## src/rtl/lint_pkg.sv

```systemverilog
// rtl/lint_pkg.sv - shared state type and widths for the event queue
package lint_pkg;

    typedef enum logic [1:0] {
        EMPTY  = 2'd0,
        ACTIVE = 2'd1,
        FULL   = 2'd2
    } q_state_t;

    localparam int DROP_CNT_W = 8;

endpackage

```

## src/rtl/lint_sat_counter.sv

```systemverilog
// rtl/lint_sat_counter.sv - saturating up-counter with async active-high reset
module lint_sat_counter #(
    parameter int W = 8
) (
    input  logic         clk,
    input  logic         rst,
    input  logic         inc,
    output logic [W-1:0] count
);

    localparam logic [W-1:0] MAX = '1;

    always_ff @(posedge clk or posedge rst) begin
        if (rst) begin
            count <= '0;
        end else if (inc && (count != MAX)) begin
            count <= count + W'(1);
        end
    end

endmodule

```

## src/rtl/lint_event_queue.sv

```systemverilog
// rtl/lint_event_queue.sv - FWFT event queue with flush and drop counter
module lint_event_queue
    import lint_pkg::*;
#(
    parameter int DEPTH = 4,
    parameter int WIDTH = 4
) (
    input  logic                       clk,
    input  logic                       rst,
    input  logic                       flush,
    input  logic                       in_valid,
    input  logic [WIDTH-1:0]           in_data,
    output logic                       in_ready,
    output logic                       out_valid,
    output logic [WIDTH-1:0]           out_data,
    input  logic                       out_ready,
    output logic [$clog2(DEPTH+1)-1:0] out_count,
    output logic [DROP_CNT_W-1:0]      out_drop_cnt
);

    localparam int PW = $clog2(DEPTH);
    localparam int CW = $clog2(DEPTH + 1);
    localparam logic [CW-1:0] LAST = CW'(DEPTH - 1);
    localparam logic [CW-1:0] ONE  = CW'(1);

    q_state_t         state, next_state;
    logic [PW-1:0]    rd_ptr, wr_ptr;
    logic [CW-1:0]    count;
    logic [WIDTH-1:0] mem [DEPTH];
    logic             push, pop, drop;

    // Ready and valid depend only on state so neither side sees a comb path.
    assign in_ready  = (state != FULL);
    assign out_valid = (state != EMPTY);
    assign out_data  = mem[rd_ptr];
    assign out_count = count;

    assign push = in_valid && in_ready;
    assign pop  = out_valid && out_ready;
    assign drop = in_valid && !in_ready && !flush;

    always_comb begin
        next_state = state;
        case (state)
            EMPTY:   if (push) next_state = ACTIVE;
            ACTIVE: begin
                if (push && !pop && (count == LAST)) next_state = FULL;
                else if (pop && !push && (count == ONE)) next_state = EMPTY;
            end
            FULL:    if (pop) next_state = ACTIVE;
            default: next_state = EMPTY;
        endcase
        if (flush) next_state = EMPTY;
    end

    always_ff @(posedge clk or posedge rst) begin
        if (rst) begin
            state  <= EMPTY;
            rd_ptr <= '0;
            wr_ptr <= '0;
            count  <= '0;
        end else if (flush) begin
            state  <= EMPTY;
            rd_ptr <= '0;
            wr_ptr <= '0;
            count  <= '0;
        end else begin
            state <= next_state;
            if (push) wr_ptr <= wr_ptr + PW'(1);
            if (pop)  rd_ptr <= rd_ptr + PW'(1);
            case ({push, pop})
                2'b10:   count <= count + ONE;
                2'b01:   count <= count - ONE;
                default: count <= count;
            endcase
        end
    end

    // Payload storage carries no reset; out_data simply shows stale contents when empty.
    always_ff @(posedge clk) begin
        if (push && !flush) mem[wr_ptr] <= in_data;
    end

    lint_sat_counter #(
        .W(DROP_CNT_W)
    ) u_drop_cnt (
        .clk  (clk),
        .rst  (rst),
        .inc  (drop),
        .count(out_drop_cnt)
    );

endmodule

```

## config.mk

```make
export PLATFORM = sky130hd
export DESIGN_NAME = lint_event_queue
export DESIGN_NICKNAME = d
export VERILOG_FILES = /design/src/rtl/lint_pkg.sv /design/src/rtl/lint_sat_counter.sv /design/src/rtl/lint_event_queue.sv
export SDC_FILE = /design/constraint.sdc
export NUM_CORES = 1
export LEC_CHECK = 0
export BUFFER_PORTS_ARGS = -buffer_cell sky130_fd_sc_hd__buf_2
export CAP_MARGIN = 15
export CORE_UTILIZATION = 44
export CTS_CLUSTER_DIAMETER = 200
export DETAILED_ROUTE_END_ITERATION = 10
export PLACE_DENSITY_LB_ADDON = 0.25
export SLEW_MARGIN = 25
export SYNTH_ARGS = -nofsm -noshare
export SYNTH_HDL_FRONTEND = slang
export SYNTH_SLANG_ARGS = --single-unit
```

## constraint.sdc

```tcl
create_clock -name clk -period 1.73 [get_ports clk]
set_clock_uncertainty 0.2 [all_clocks]
set_input_delay 0.173 -clock clk [delete_from_list [all_inputs] [get_ports clk]]
set_output_delay 0.173 -clock clk [all_outputs]
set_load 0.005 [all_outputs]
```

==> metrics.md <==
| Metric | Value |
|---|---|
| Post-synthesis sequential area ratio | `56.3%` |
| Clock Pin Slew Worst Setup and Hold Paths | `100 ps` |
| GRT overflow | `0` |
| Type of the worst setup path | `reg2out` |
| Cell Pwr Density | `856 mW/mm^2` |
| Yosys reg bits | `33` |
| Max_slew headroom | `56.6%` |
| Static leakage | `0.868 nW` |
| CTS root buf | `clkbuf_4` |
| Setup violations, final | `4` |
| Starting Density | `47.1%` |
| Die Area | `0.00390 sq mm` |
| Reg area | `910 sq um` |
| Vias | `1035` |
| Nets | `181` |
| CP Data Required Time | `1360 ps` |
| M1 GR Usage | `19.4%` |
| Clk buf depth | `2` |
| DIE HEIGHT | `62.5 um` |
| Crit-path max cell delay | `520 ps` |
| Vias in the first global route | `1069` |
| Vias/cell | `4.93` |
| DR WL/cell | `13.2 um` |
| Period minus WS final | `1840 ps` |
| Crit-path cells | `mux4_2 > buf_2` |
| Syn_area_per_cell | `13.4 sq um` |
| DR iter-0 viols | `43` |
| Yosys warning total | `0` |
| Post-Syn Instances | `120` |
| Worst hold margin | `269 ps` |
| Met2 Usage GRT | `27.6%` |
| Status | `finished with violations` |
| Layout Cell Area excl Fill | `0.00199 sq mm` |
| Initial DRT Pass Iterations | `2` |
| Worst VDD drop | `425 uV` |
| Largest net degree at the start of global routing | `18` |
| Area of the multi-input gates | `657 sq um` |
| Syn nets | `138` |
| Reg-to-reg endpoint | `u_drop_cnt.count[7]$_DFFE_PP0P_` |
| Critical Path Slowest Stage Cell | `mux4_2` |
| H-tree depth | `2` |
| GRT Total Usage | `16.6%` |
| Critical Path Sink | `out_data[0]` |
| Row count | `21` |
| R2R Setup Slk | `60 ps` |
| Final ANT Viol Nets | `0` |
| Hold Crit Class | `in2async` |
| Most frequent cells in the layout | `buf_2, edfxtp_1, dfrtp_1, nor2_1, ha_1` |
| CTS Sinks | `33` |
| Layout area overhead | `23.6%` |
| Commonest non-fill, non-tap cell in the layout | `buf_2` |
| Final Cycle Share | `106%` |
| Worst skew pair latency | `330 ps` |
| I/O Buffers | `25` |
| TritonCTS clock tree | `built` |
| N_diodes | `0` |
| Worst slew pin tran | `650 ps` |
| DR DRC count | `0` |
| Pins Over Slew Limit | `0` |
| CP Capture Type | `output pin` |
| CP startpoint | `rd_ptr[0]$_DFFE_PP0P_` |
| Crit-path max FO | `5` |
| Netlist cell types | `33` |
| Dpl cell area | `0.00180 sq mm` |
| Max cap viols | `0` |
| Crit path DAT | `1470 ps` |
| RSZ-0062 raised after global routing | `true` |
| Initial antenna violation count | `0` |
| Post-DP HPWL | `1970 um` |
| Met3 GRT Util | `4.93%` |
| R2R depth | `4` |
| Max Clk Rate | `0.544 GHz` |
| Global routing's busiest layer | `met2` |
| GP Congestion | `0.770` |
| Inserted Clock Buffers | `5` |
| Setup ws final | `-108 ps` |
| Die width | `62.5 um` |
| Hold violation count in the final report | `0` |
| IO Pins | `26` |
| First-pass GRT wire length | `4870 um` |
| Fillers | `286` |
| Layout cells sized above 1 | `35.4%` |
| Element type at the critical path start | `flip-flop` |
| WL final | `2780 um` |
| Reg2Reg Launch Point | `state[0]$_DFFE_PP0P_` |
| Synth Cell Area | `0.00161 sq mm` |
| Failing checks | `setup timing` |
| Fin util | `58.2%` |
| Core Footprint | `0.00342 sq mm` |
cells in the mapped netlist, drive strengths merged:
| master | instances | share of area (%) |
|---|---|---|
| o21a | 2 | 1.0 |
| edfxtp | 16 | 30 |
| mux4 | 4 | 5.6 |
| maj3 | 1 | 0.70 |
| mux2 | 3 | 2.1 |
| a221oi | 1 | 0.93 |
| buf | 2 | 1.0 |
| nand4 | 4 | 1.6 |
| xnor3 | 1 | 1.4 |
| nor2 | 9 | 2.1 |
| and2b | 1 | 0.47 |
| nand2 | 8 | 2.3 |
| xor2 | 3 | 1.6 |
| nand3 | 3 | 0.93 |
| inv | 8 | 1.9 |
| o21ai | 2 | 0.62 |
| nand2b | 1 | 0.86 |
| or2 | 1 | 0.39 |
| and2 | 4 | 1.6 |
| clkbuf | 2 | 0.47 |
| xnor2 | 6 | 3.3 |
| nand3b | 1 | 0.47 |
| a311o | 1 | 0.62 |
| ha | 9 | 7.0 |
| and3b | 1 | 0.54 |
| dfrtp | 17 | 26 |
| a211oi | 5 | 2.3 |
| and4bb | 1 | 0.78 |
| a21oi | 2 | 0.62 |
| nand4b | 1 | 0.54 |
flip-flops by register name (all words and copies together), names as in the netlist:
signal            count
mem                  16
out_count             3
rd_ptr                2
state                 2
u_drop_cnt.count      8
wr_ptr                2
what timing repair did:
| item | CTS | global route |
|---|---|---|
| hold buffers | 8 | 0 |
| gates resized for setup | 1 | 7 |
| buffers inserted | 1 | 2 |
| pin swaps | 0 | 1 |
| setup endpoints to repair | 4 | 15 |
| hold endpoints to repair | 42 | 0 |
power breakdown:
part	internal, mW	switching, mW
registers	0.858	0.0266
logic	0.143	0.119
clock network	0.301	0.256
total	1.30	0.402
stage by stage:
step | power [mW] | std cells | TNS (ps) | setup WS [ps]
final | 1.70 | 210 | -377 | -108
after global routing | 1.80 | 210 | -670 | -178
after CTS | 1.72 | 208 | -467 | -131
after detailed placement | 1.14 | 191 | 0 | 33.3
after global placement | 1.13 | 191 | 0 | 73.2
after floorplan | 1.05 | 120 | 0 | 60.9
worst min path at each step:
stage                                      endpoint  startpoint  slack (ps)
floorplan                  out_count[0]$_DFFE_PP0P_         rst        -100
CTS                 u_drop_cnt.count[4]$_DFFE_PP0P_         rst         280
detailed placement  u_drop_cnt.count[4]$_DFFE_PP0P_         rst         110
finish              u_drop_cnt.count[5]$_DFFE_PP0P_         rst         270
global route        u_drop_cnt.count[3]$_DFFE_PP0P_         rst         320
global placement    u_drop_cnt.count[6]$_DFFE_PP0P_         rst          80
worst max-delay path: cells and delay by family, from the launching register on:
kind                   cells  cell delay [ps]
buffers and inverters      1              140
flip-flops                 1              470
multiplexers               1              520
area by class of cell:
type,count,share of cell area (%)
inverters,8,1.51
repair buffers,40,13.1
multi-input cells,75,33.0
clock buffers,6,2.08
flip-flops and latches,33,45.7
well taps,46,2.89
clock inverters,2,1.70
kinds of logic after synthesis:
| family | count (synthesis) | share of synthesized area (%) |
|---|---|---|
| compound gates | 13 | 6.14 |
| xor+xnor | 10 | 6.30 |
| fa+ha+maj | 10 | 7.70 |
| buf+inv | 12 | 3.34 |
| flops | 33 | 56.3 |
| mux | 7 | 7.70 |
| simple gates | 35 | 12.5 |
per-layer routing:
layer | part of all wire [%] | wire [um]
met1 | 43 | 1200
met2 | 51 | 1430
met3 | 3.8 | 106
met4 | 1.7 | 47
met5 | 0 | 0
No activity file was read; power rests on OpenSTA's default activity.
